$ cat config.mk
export PLATFORM = sky130hd
export DESIGN_NAME = pipe_ctrl_stage
export DESIGN_NICKNAME = d
export VERILOG_FILES = /design/src/rtl/ctrl_pkg.sv /design/src/rtl/ctrl_decode.sv /design/src/rtl/pipe_ctrl_stage.sv
export SDC_FILE = /design/constraint.sdc
export NUM_CORES = 1
export LEC_CHECK = 0
export BUFFER_PORTS_ARGS = -buffer_cell sky130_fd_sc_hd__buf_4
export CAP_MARGIN = 15
export CORE_MARGIN = 10
export CORE_UTILIZATION = 44
export CTS_CLUSTER_SIZE = 16
export DETAILED_ROUTE_END_ITERATION = 10
export PLACE_DENSITY = 0.76
export SETUP_SLACK_MARGIN = 0.02
export SYNTH_ARGS = -nofsm -noshare
export SYNTH_HDL_FRONTEND = slang
export SYNTH_SLANG_ARGS = --single-unit
$ cat constraint.sdc
create_clock -name clk -period 1.6 [get_ports clk]
set_input_delay 0.16 -clock clk [delete_from_list [all_inputs] [get_ports clk]]
set_output_delay 0.16 -clock clk [all_outputs]
set_load 0.01 [all_outputs]
$ cat src/rtl/ctrl_pkg.sv
// Shared opcode/ALUOP encodings and the ID/EX control bundle type for the control stage.
// The JAL/JALR opcodes are only decoded when CTRL_JUMP_EN is defined.
package ctrl_pkg;

    localparam logic [6:0] OP_R    = 7'b0110011;
    localparam logic [6:0] OP_LD   = 7'b0000011;
    localparam logic [6:0] OP_SD   = 7'b0100011;
    localparam logic [6:0] OP_BEQ  = 7'b1100011;
    localparam logic [6:0] OP_I    = 7'b0010011;
    localparam logic [6:0] OP_JAL  = 7'b1101111;
    localparam logic [6:0] OP_JALR = 7'b1100111;

    localparam logic [2:0] ALUOP_MEM = 3'b000;
    localparam logic [2:0] ALUOP_R   = 3'b001;
    localparam logic [2:0] ALUOP_BR  = 3'b010;
    localparam logic [2:0] ALUOP_I   = 3'b111;

    localparam logic [6:0] FUNCT7_MULDIV = 7'b0000001;

    typedef struct packed {
        logic       valid;
        logic       alusrc;
        logic       memtoreg;
        logic       regwrite;
        logic       memread;
        logic       memwrite;
        logic       branch;
        logic [2:0] aluop;
        logic       muldiv;
        logic       jump;
        logic       illegal;
    } ctrl_bundle_t;

    // A bubble is all-zero, so regwrite/memwrite can never leak out of one.
    localparam ctrl_bundle_t CTRL_BUBBLE = '0;

endpackage

$ cat src/rtl/ctrl_decode.sv
// Combinational opcode/funct7 -> control bundle decode; an invalid ID slot decodes to a bubble.
// JAL/JALR decode is enabled by CTRL_JUMP_EN; otherwise they fall into the illegal path.
module ctrl_decode
    import ctrl_pkg::*;
(
    input  logic         id_valid,
    input  logic [6:0]   id_opcode,
    input  logic [6:0]   id_funct7,
    output ctrl_bundle_t ctrl_o
);

    always_comb begin
        ctrl_o = CTRL_BUBBLE;
        if (id_valid) begin
            ctrl_o.valid = 1'b1;
            case (id_opcode)
                OP_R: begin
                    ctrl_o.regwrite = 1'b1;
                    ctrl_o.aluop    = ALUOP_R;
                    ctrl_o.muldiv   = (id_funct7 == FUNCT7_MULDIV);
                end
                OP_LD: begin
                    ctrl_o.alusrc   = 1'b1;
                    ctrl_o.memtoreg = 1'b1;
                    ctrl_o.regwrite = 1'b1;
                    ctrl_o.memread  = 1'b1;
                    ctrl_o.aluop    = ALUOP_MEM;
                end
                OP_SD: begin
                    ctrl_o.alusrc   = 1'b1;
                    ctrl_o.memwrite = 1'b1;
                    ctrl_o.aluop    = ALUOP_MEM;
                end
                OP_BEQ: begin
                    ctrl_o.branch = 1'b1;
                    ctrl_o.aluop  = ALUOP_BR;
                end
                OP_I: begin
                    ctrl_o.alusrc   = 1'b1;
                    ctrl_o.regwrite = 1'b1;
                    ctrl_o.aluop    = ALUOP_I;
                end
`ifdef CTRL_JUMP_EN
                OP_JAL: begin
                    ctrl_o.regwrite = 1'b1;
                    ctrl_o.jump     = 1'b1;
                end
                OP_JALR: begin
                    ctrl_o.alusrc   = 1'b1;
                    ctrl_o.regwrite = 1'b1;
                    ctrl_o.jump     = 1'b1;
                end
`endif
                default: ctrl_o.illegal = 1'b1;
            endcase
        end
    end

endmodule

$ cat src/rtl/pipe_ctrl_stage.sv
// ID/EX control register with load-use bubbles, flush, downstream hold and MUL/DIV occupancy.
// CTRL_JUMP_EN enables JAL/JALR decode; without it ex_jump stays 0 because the decoder never sets it.
module pipe_ctrl_stage
    import ctrl_pkg::*;
#(
    parameter int MULDIV_LAT = 4
) (
    input  logic       clk,
    input  logic       rst,
    input  logic       id_valid,
    input  logic [6:0] id_opcode,
    input  logic [6:0] id_funct7,
    input  logic       hazard,
    input  logic       flush,
    input  logic       ex_stall,
    output logic       stall_o,
    output logic       ex_valid,
    output logic       ex_alusrc,
    output logic       ex_memtoreg,
    output logic       ex_regwrite,
    output logic       ex_memread,
    output logic       ex_memwrite,
    output logic       ex_branch,
    output logic [2:0] ex_aluop,
    output logic       ex_muldiv,
    output logic       ex_jump,
    output logic       ex_illegal
);

    localparam int CNT_W = $clog2(MULDIV_LAT + 1);
    localparam logic [CNT_W-1:0] BUSY_INIT = CNT_W'(MULDIV_LAT - 1);

    ctrl_bundle_t     dec_ctrl;
    ctrl_bundle_t     bundle_d, bundle_q;
    logic [CNT_W-1:0] busy_cnt_d, busy_cnt_q;
    logic             busy;

    ctrl_decode u_decode (
        .id_valid  (id_valid),
        .id_opcode (id_opcode),
        .id_funct7 (id_funct7),
        .ctrl_o    (dec_ctrl)
    );

    assign busy = (busy_cnt_q != '0);

    // Busy counter holds the number of extra EX cycles still owed to the MUL/DIV in EX.
    always_comb begin
        bundle_d   = bundle_q;
        busy_cnt_d = busy_cnt_q;
        if (flush) begin
            bundle_d   = CTRL_BUBBLE;
            busy_cnt_d = '0;
        end else if (ex_stall) begin
            bundle_d   = bundle_q;
        end else if (busy) begin
            busy_cnt_d = busy_cnt_q - 1'b1;
        end else if (hazard) begin
            bundle_d   = CTRL_BUBBLE;
        end else begin
            bundle_d   = dec_ctrl;
            busy_cnt_d = dec_ctrl.muldiv ? BUSY_INIT : '0;
        end
    end

    always_ff @(posedge clk) begin
        if (rst) begin
            bundle_q   <= CTRL_BUBBLE;
            busy_cnt_q <= '0;
        end else begin
            bundle_q   <= bundle_d;
            busy_cnt_q <= busy_cnt_d;
        end
    end

    assign stall_o     = hazard | ex_stall | busy;
    assign ex_valid    = bundle_q.valid;
    assign ex_alusrc   = bundle_q.alusrc;
    assign ex_memtoreg = bundle_q.memtoreg;
    assign ex_regwrite = bundle_q.regwrite;
    assign ex_memread  = bundle_q.memread;
    assign ex_memwrite = bundle_q.memwrite;
    assign ex_branch   = bundle_q.branch;
    assign ex_aluop    = bundle_q.aluop;
    assign ex_muldiv   = bundle_q.muldiv;
    assign ex_jump     = bundle_q.jump;
    assign ex_illegal  = bundle_q.illegal;

endmodule

==> flow_summary.rst, run 1 <==
.. list-table::
   :header-rows: 1

   * - Metric
     - Value
   * - Crit path from
     - busy_cnt_q[1]
   * - Post-Syn Area
     - 716 µm²
   * - Share of synthesized area occupied by flip-flops and latches
     - roughly two fifths
   * - Count of flip-flops with a built-in enable after synthesis
     - 0
   * - Vias/cell
     - about 5.2
   * - CP Capture Point
     - stall_o
   * - Detailed-route wire length per cell
     - 15.8 µm
   * - Class of the most critical setup path
     - register to output port
   * - Setup tns final
     - 0 ns
   * - Maximum number of pins on one net before global-route repair
     - 12
   * - Clock Tree Root
     - sky130_fd_sc_hd__clkbuf_4
   * - Total number of H-tree levels
     - 1
   * - Clock tree buffer depth
     - 2
   * - Pins Over Slew Limit
     - 0
   * - Weighted congestion at the end of routability-driven global placement
     - approximately 0.76
   * - Data required time at the worst endpoint
     - 1.44 ns
   * - DIE AREA
     - 3640 µm²
   * - Core area
     - 1520 µm²
   * - Final hold violation count
     - 0
   * - Clock skew after layout
     - 0.00861 ns
   * - Num CTS Buffers
     - 3
   * - Final setup viols
     - 0
   * - Crit Path Max Fanout
     - 3
   * - Static leakage power
     - 0.484 nW
   * - Shortest period the worst path allows
     - 1.47 ns
   * - Launching element type of the critical path
     - register
   * - Number of maximum-capacitance constraint violations
     - 0
   * - Most frequently used flop master after synthesis
     - sky130_fd_sc_hd__dfxtp_1
   * - Power after layout
     - 0.667 mW
   * - FFs w/ async S/R, synth
     - 0%
   * - Number of top-level pins
     - 34
   * - Syn_nets
     - roughly 100
   * - Tightest Hold Check Type
     - input port to register
   * - Mapped Avg Cell Area
     - between 8 and 9 µm²
   * - Worst R2R Start
     - busy_cnt_q[1]
   * - Placed instance area
     - 967 µm²
   * - Final Hold Slack
     - 0.149 ns
   * - Number of buffers added on ports
     - 32
   * - GR Util All Layers
     - 10.6%
   * - Total wire length after detailed routing
     - 2.10 mm
   * - DP HPWL
     - about 1.5 mm
   * - Pwr dens
     - 614 nW/µm²
   * - Global-route wire length before repair
     - 3.00 mm
   * - Final std cell area, no fill
     - 1090 µm²
   * - Starting utilization of the core area
     - 47.0%
   * - Total of warnings raised by yosys
     - 0
   * - Antenna cell count
     - 0
   * - Post-detailed-route count of antenna-violating nets
     - 0
   * - Detailed Routing Iterations Pass 1
     - 4
   * - # hold bufs at CTS
     - 0
   * - Endpoint class of the critical path
     - output port
   * - Fraction of final layout cells with drive strength greater than 1
     - 47.0%
   * - Largest vdd supply drop
     - 0.607 mV
   * - Count of cell types in the netlist
     - 32
   * - Later-pin clock latency in the skew report
     - between 0.2 and 0.3 ns
   * - Register bit total from synthesis
     - 14
   * - Final-stage net count
     - 142
   * - Achievable Freq
     - 679 MHz
   * - Cells after synthesis
     - 80
   * - Die boundary height
     - 60.3 µm
   * - TritonCTS Sinks
     - 14
   * - Depth of the worst register-to-register path
     - 8
   * - Detailed router's first-iteration violation count
     - 16
   * - Status
     - finished clean
   * - Vias in the first global route
     - 693
   * - Clock transition at the register clock pins on the worst setup and hold paths after CTS
     - 0.08 ns
   * - Num rows
     - 14
   * - Layout Utilization
     - 71.3%
   * - TritonCTS clock tree
     - built
   * - Number of antenna violations at the first check in global routing
     - 0
   * - DRC
     - 0
   * - Via Count
     - 696
   * - Share of the cycle needed by the critical path after routing
     - roughly 90%
   * - Data arrival, critical path
     - 1.31 ns
   * - Growth of design area from synthesis to finish
     - 51.7%
   * - End of the worst register-to-register path
     - busy_cnt_q[0]
   * - Setup slack of the most critical reg-to-reg path
     - 0.14 ns
   * - Setup repair after global routing missed its margin
     - no
   * - GR Overflow Total
     - 0
   * - Width of the die
     - 60.3 µm
==> where the power goes <==
group	internal [mW]	switching, mW	total (mW)
clock network	0.0870	0.0975	0.185
registers	0.350	0.00110	0.351
logic	0.0713	0.0595	0.131
==> worst max-delay path, stage by stage, from the launching register on <==
cell	delay [ns]
sky130_fd_sc_hd__dfxtp_1	0.31
sky130_fd_sc_hd__inv_1	0.08
sky130_fd_sc_hd__ha_4	0.14
sky130_fd_sc_hd__ha_4	0.16
sky130_fd_sc_hd__nand2b_4	0.07
sky130_fd_sc_hd__nor2_4	0.10
sky130_fd_sc_hd__inv_2	0.04
sky130_fd_sc_hd__buf_4	0.13
==> cells in the mapped netlist (all sizes together), types with 2 or more instances <==
master / number / area [µm²]
a32oi: 2 / 17.5
nand2: 3 / 11.3
inv: 6 / 22.5
o21ai: 2 / 13.8
nor2: 16 / 62.6
a22oi: 6 / 45.0
dfxtp: 14 / 280
nand4bb: 2 / 38.8
buf: 3 / 20.0
ha: 3 / 37.5
a21oi: 6 / 30.0
nor3b: 2 / 15.0
==> metal layers <==
layer	share of wire (%)	vias up	GRT usage [%]
met5	0	-	0
met4	1.6	0	4.81
met3	7.4	4	5.01
met2	55	19	19.0
met1	36	319	10.2
li1	-	354	-
==> registers in the layout, summed over array words and instances (netlist names) <==
register     flops
busy_cnt_q       3
ex_aluop         3
ex_alusrc        1
ex_branch        1
ex_illegal       1
ex_memtoreg      1
ex_memwrite      1
ex_muldiv        1
ex_regwrite      1
ex_valid         1
==> stage by stage <==
step,setup WS (ns),instances
global route,0.0407,133
global placement,0.116,126
floorplan,0.130,80
finish,0.128,133
detailed placement,0.0714,126
CTS,0.0227,133
==> kinds of logic after synthesis <==
| logic type | Yosys count | share of synthesized area, % |
|---|---|---|
| and+or+nand+nor | 33 | 30.1 |
| AOI/OAI and AO/OA | 18 | 17.1 |
| DFF | 14 | 39.2 |
| buffers and inverters | 10 | 6.47 |
| adders and majority gates | 3 | 5.25 |
| muxes | 1 | 1.40 |
| other | 1 | 0.524 |
==> layout make-up <==
type                    instances  area (µm²)
multi-input cells              56         455
fillers                       121         438
repair buffers                 38         285
flip-flops and latches         14         280
clock buffers                   3        22.5
inverters                       6        22.5
well taps                      16        20.0
==> how the worst min path moves through the flow <==
| stage | startpoint | end | slack (ns) | cells past startpoint |
|---|---|---|---|---|
| CTS | rst | ex_muldiv | 0.15 | 4 |
| finish | rst | ex_muldiv | 0.15 | 4 |
| global route | rst | ex_muldiv | 0.16 | 4 |
| floorplan | hazard | busy_cnt_q[1] | 0.32 | 2 |
| global placement | rst | ex_muldiv | 0.43 | 4 |
| detailed placement | rst | ex_muldiv | 0.44 | 4 |
==> what timing repair did <==
action / CTS / global route
resized for setup: 3 / 9
cloned: 0 / 0
setup buffers: 4 / 0
pin swaps: 2 / 3
setup endpoints to repair: 1 / 13
==> placed cells by master, fill, tap and decap left out, drive strengths merged, types with 2 or more instances in the layout <==
cell type	Yosys	routed
a21oi	6	6
a22oi	6	6
a32oi	2	2
buf	3	38
clkbuf	1	3
dfxtp	14	14
ha	3	3
inv	6	6
nand2	3	3
nand4bb	2	2
nor2	16	16
nor3b	2	2
o21ai	2	2
(Power assumes the default switching activity.)
==> inputs of run 2 (changes only) <==
Settings changed: CORE_UTILIZATION 44 to 43, PLACE_DENSITY 0.76 to 0.74, SYNTH_HIERARCHICAL set to 1.
Clock period 1.6 ns to 1.35 ns, I/O delays scaled along.
==> run 2 against run 1 <==
Combinational power increased by 18%. Non-clock buffer count rose by 7. Largest cell class unchanged. Core utilization down 2.3 points. Synthesized area grew 25%. The flow now finishes with violations (setup timing).
==> flow_summary.rst, run 2 <==
.. list-table::
   :header-rows: 1

   * - Metric
     - Value
   * - Status
     - finished with violations
   * - Violated checks
     - setup timing
   * - Syn_nets
     - 130
   * - DP HPWL
     - 1.80 mm
   * - Number of antenna violations at the first check in global routing
     - 0
   * - Final-stage net count
     - about 170
   * - Data required time at the worst endpoint
     - 1.57 ns
   * - Final std cell area, no fill
     - about 1400 µm²
   * - Library cell with the highest instance count after synthesis
     - sky130_fd_sc_hd__nand2_1
   * - Launching element type of the critical path
     - register
   * - # hold bufs at CTS
     - 0
   * - DRC
     - 0
   * - Detailed Routing Iterations Pass 1
     - 4
   * - Pins Over Slew Limit
     - 0
   * - Count of cell types in the netlist
     - 33
   * - Clock tree buffer depth
     - 2
   * - Leading cell type in the layout, fill and taps excluded
     - sky130_fd_sc_hd__buf_4
   * - Data arrival, critical path
     - 1.57 ns
   * - Growth of design area from synthesis to finish
     - 51.8%
   * - Later-pin clock latency in the skew report
     - 0.28 ns
   * - Number of maximum-capacitance constraint violations
     - 0
   * - Mapped Avg Cell Area
     - 8.26 µm²
   * - Clock transition at the register clock pins on the worst setup and hold paths after CTS
     - 0.10 ns
   * - Setup repair after global routing missed its margin
     - yes
   * - Num rows
     - 16
   * - Critical Path, Cell by Cell
     - inv_2 -> ha_4 -> or3b_4 -> or2_1 -> a21oi_1
   * - Global-route wire length before repair
     - 4.11 mm
   * - Die boundary height
     - 65.6 µm
   * - Post-Syn Area
     - 892 µm²
   * - Area share of the largest cell type after synthesis
     - 35.9%
   * - Slowest Stage Delay on Critical Path
     - 0.41 ns
   * - Post-detailed-route count of antenna-violating nets
     - 0
   * - Detailed-route wire length per cell
     - 14.2 µm
   * - Weighted congestion at the end of routability-driven global placement
     - 0.797
   * - Cells after synthesis
     - 108
   * - Register bit total from synthesis
     - 16
   * - Filler cell count
     - 170
   * - Via Count
     - 899
   * - Total number of H-tree levels
     - 1
   * - Core area
     - 1960 µm²
   * - Num CTS Buffers
     - 3
   * - Achievable Freq
     - 739 MHz
   * - DIE AREA
     - approximately 4300 µm²
   * - Starting utilization of the core area
     - 45.5%
   * - Class of the most critical setup path
     - register to register
   * - Total wire length after detailed routing
     - 2.48 mm
   * - Vias/cell
     - between 5 and 6
   * - Vias in the first global route
     - 939
   * - Endpoint class of the critical path
     - register
   * - Critical Path Slowest Stage Cell
     - sky130_fd_sc_hd__or3b_4
   * - GR Overflow Total
     - 0
   * - Cell type with the highest aggregate area in the netlist
     - sky130_fd_sc_hd__dfxtp_1
   * - GR Util All Layers
     - 11.7%
   * - Clock Tree Root
     - sky130_fd_sc_hd__clkbuf_4
   * - Power after layout
     - around 0.95 mW
   * - Largest vdd supply drop
     - 0.715 mV
   * - Final setup viols
     - 2
   * - Detailed router's first-iteration violation count
     - 8
   * - Top cell types by occurrence after synthesis
     - 17 x sky130_fd_sc_hd__nand2_1, 16 x sky130_fd_sc_hd__a21oi_1, 16 x sky130_fd_sc_hd__dfxtp_1
   * - Leading cell types in the layout, fill and taps excluded
     - 40 x sky130_fd_sc_hd__buf_4, 15 x sky130_fd_sc_hd__dfxtp_1, 13 x sky130_fd_sc_hd__a21oi_1
   * - TritonCTS clock tree
     - built
   * - Total of warnings raised by yosys
     - 6
   * - Static leakage power
     - between 0.5 and 0.6 nW
   * - Count of flip-flops with a built-in enable after synthesis
     - 0
   * - Number of buffers added on ports
     - 33
   * - Width of the die
     - 65.6 µm
   * - Final Hold Slack
     - 0.118 ns
   * - Maximum number of pins on one net before global-route repair
     - 17
   * - Share of the cycle needed by the critical path after routing
     - 100%
   * - TritonCTS Sinks
     - 16
   * - Worst Setup Slack, final
     - -0.00373 ns
   * - Fraction of final layout cells with drive strength greater than 1
     - 50.7%
   * - Final hold violation count
     - 0
   * - Top area cells in the synthesized netlist
     - sky130_fd_sc_hd__dfxtp_1 36%, sky130_fd_sc_hd__nand3b_1 10%, sky130_fd_sc_hd__a21oi_1 9.0%, sky130_fd_sc_hd__nand2_1 7.2%, sky130_fd_sc_hd__nor4b_2 5.0%
   * - Number of top-level pins
     - 34
   * - Placed instance area
     - 1180 µm²
   * - Share of synthesized area occupied by flip-flops and latches
     - 35.9%
   * - Pwr dens
     - 700 nW/µm²
   * - Worst setup slack before clock tree synthesis
     - -0.262 ns
   * - Antenna cell count
     - 0
   * - Tightest Hold Check Type
     - input port to register
   * - Most frequently used flop master after synthesis
     - sky130_fd_sc_hd__dfxtp_1
   * - Shortest period the worst path allows
     - 1.35 ns
   * - Clock skew after layout
     - approximately 0.0019 ns
   * - Crit Path Max Fanout
     - 4
   * - FFs w/ async S/R, synth
     - 0%
## run 2: cell count changes after synthesis, moves of 3 or more
cell                       change
sky130_fd_sc_hd__a21oi_1      +10
sky130_fd_sc_hd__clkbuf_1      +3
sky130_fd_sc_hd__a22oi_1       -6
sky130_fd_sc_hd__nand2_1      +14
sky130_fd_sc_hd__nor2_1       -12
sky130_fd_sc_hd__nand3b_1     +12
## run 2: final timing paths
path | from | to | slack (ns) | depth (start not counted)
hold reg to reg | ex_valid | ex_valid | 0.46 | 2
setup reg to reg | busy_cnt_q[1] | ex_muldiv | -0.004 | 5
setup / recovery | busy_cnt_q[1] | ex_muldiv | -0.004 | 5
hold / removal | rst | busy_cnt_q[1] | 0.12 | 3
## run 2: power breakdown
part / internal [mW] / switching, mW
combinational: 0.0828 / 0.0716
clock: 0.164 / 0.154
sequential: 0.474 / 0.00114
## run 2: cell families (layout without fill, tap and decap cells)
family	after synthesis	after routing	synth area share, %
buffers and inverters	12	52	6.59
AO/OA/AOI/OAI	23	23	14.6
adder cells (fa/ha/maj)	2	2	2.80
AND/OR/NAND/NOR	53	53	38.4
multiplexers	1	1	1.26
flip-flops	16	16	35.9
other	1	1	0.420
## run 2: through the flow
| step | TNS, ns | utilization (%) | cells |
|---|---|---|---|
| 2_1_floorplan | 0 | - | 108 |
| 4_1_cts | -0.153 | 64.7 | 172 |
| 5_1_grt | -0.347 | 69.0 | 175 |
| 3_5_place_dp | -0.691 | 60.2 | 166 |
| 6_report | -0.00720 | 69.0 | 175 |
| 3_3_place_gp | -0.392 | 60.2 | 166 |
## run 2: routing by layer
layer  routed length, µm  part of all wire [%]  vias up  global-route usage (%)
li1                    -                     -      455                       -
met5                   0                     0        -                       0
met4                  16                  0.64        0                    5.35
met1                 943                    38      422                    11.1
met2                1370                    55       20                    21.7
met3                 153                   6.2        2                    4.41
## run 2: what timing repair did
item / CTS / global route
endpoints found under the setup margin: 13 / 17
gates resized for setup: 12 / 17
gates cloned: 1 / 1
pin swaps: 6 / 4
buffers inserted: 1 / 2
## run 2: worst max-delay path, delay by kind of cell (launching register included)
family	cells	cell delay, ns
adder cells (fa/ha/maj)	1	0.13
flip-flops	1	0.33
buffers and inverters	1	0.07
AO/OA/AOI/OAI	1	0.12
AND/OR/NAND/NOR	2	0.64
## run 2: cell type report
| cell class | instances | area, µm² | area share, % |
|---|---|---|---|
| Sequential cell | 16 | 322 | 23.8 |
| Multi-Input combinational cell | 80 | 594 | 43.9 |
| Timing Repair Buffer | 45 | 357 | 26.3 |
| Tap cell | 27 | 33.8 | 2.50 |
| Inverter | 3 | 11.3 | 0.832 |
| Clock buffer | 4 | 36.3 | 2.68 |
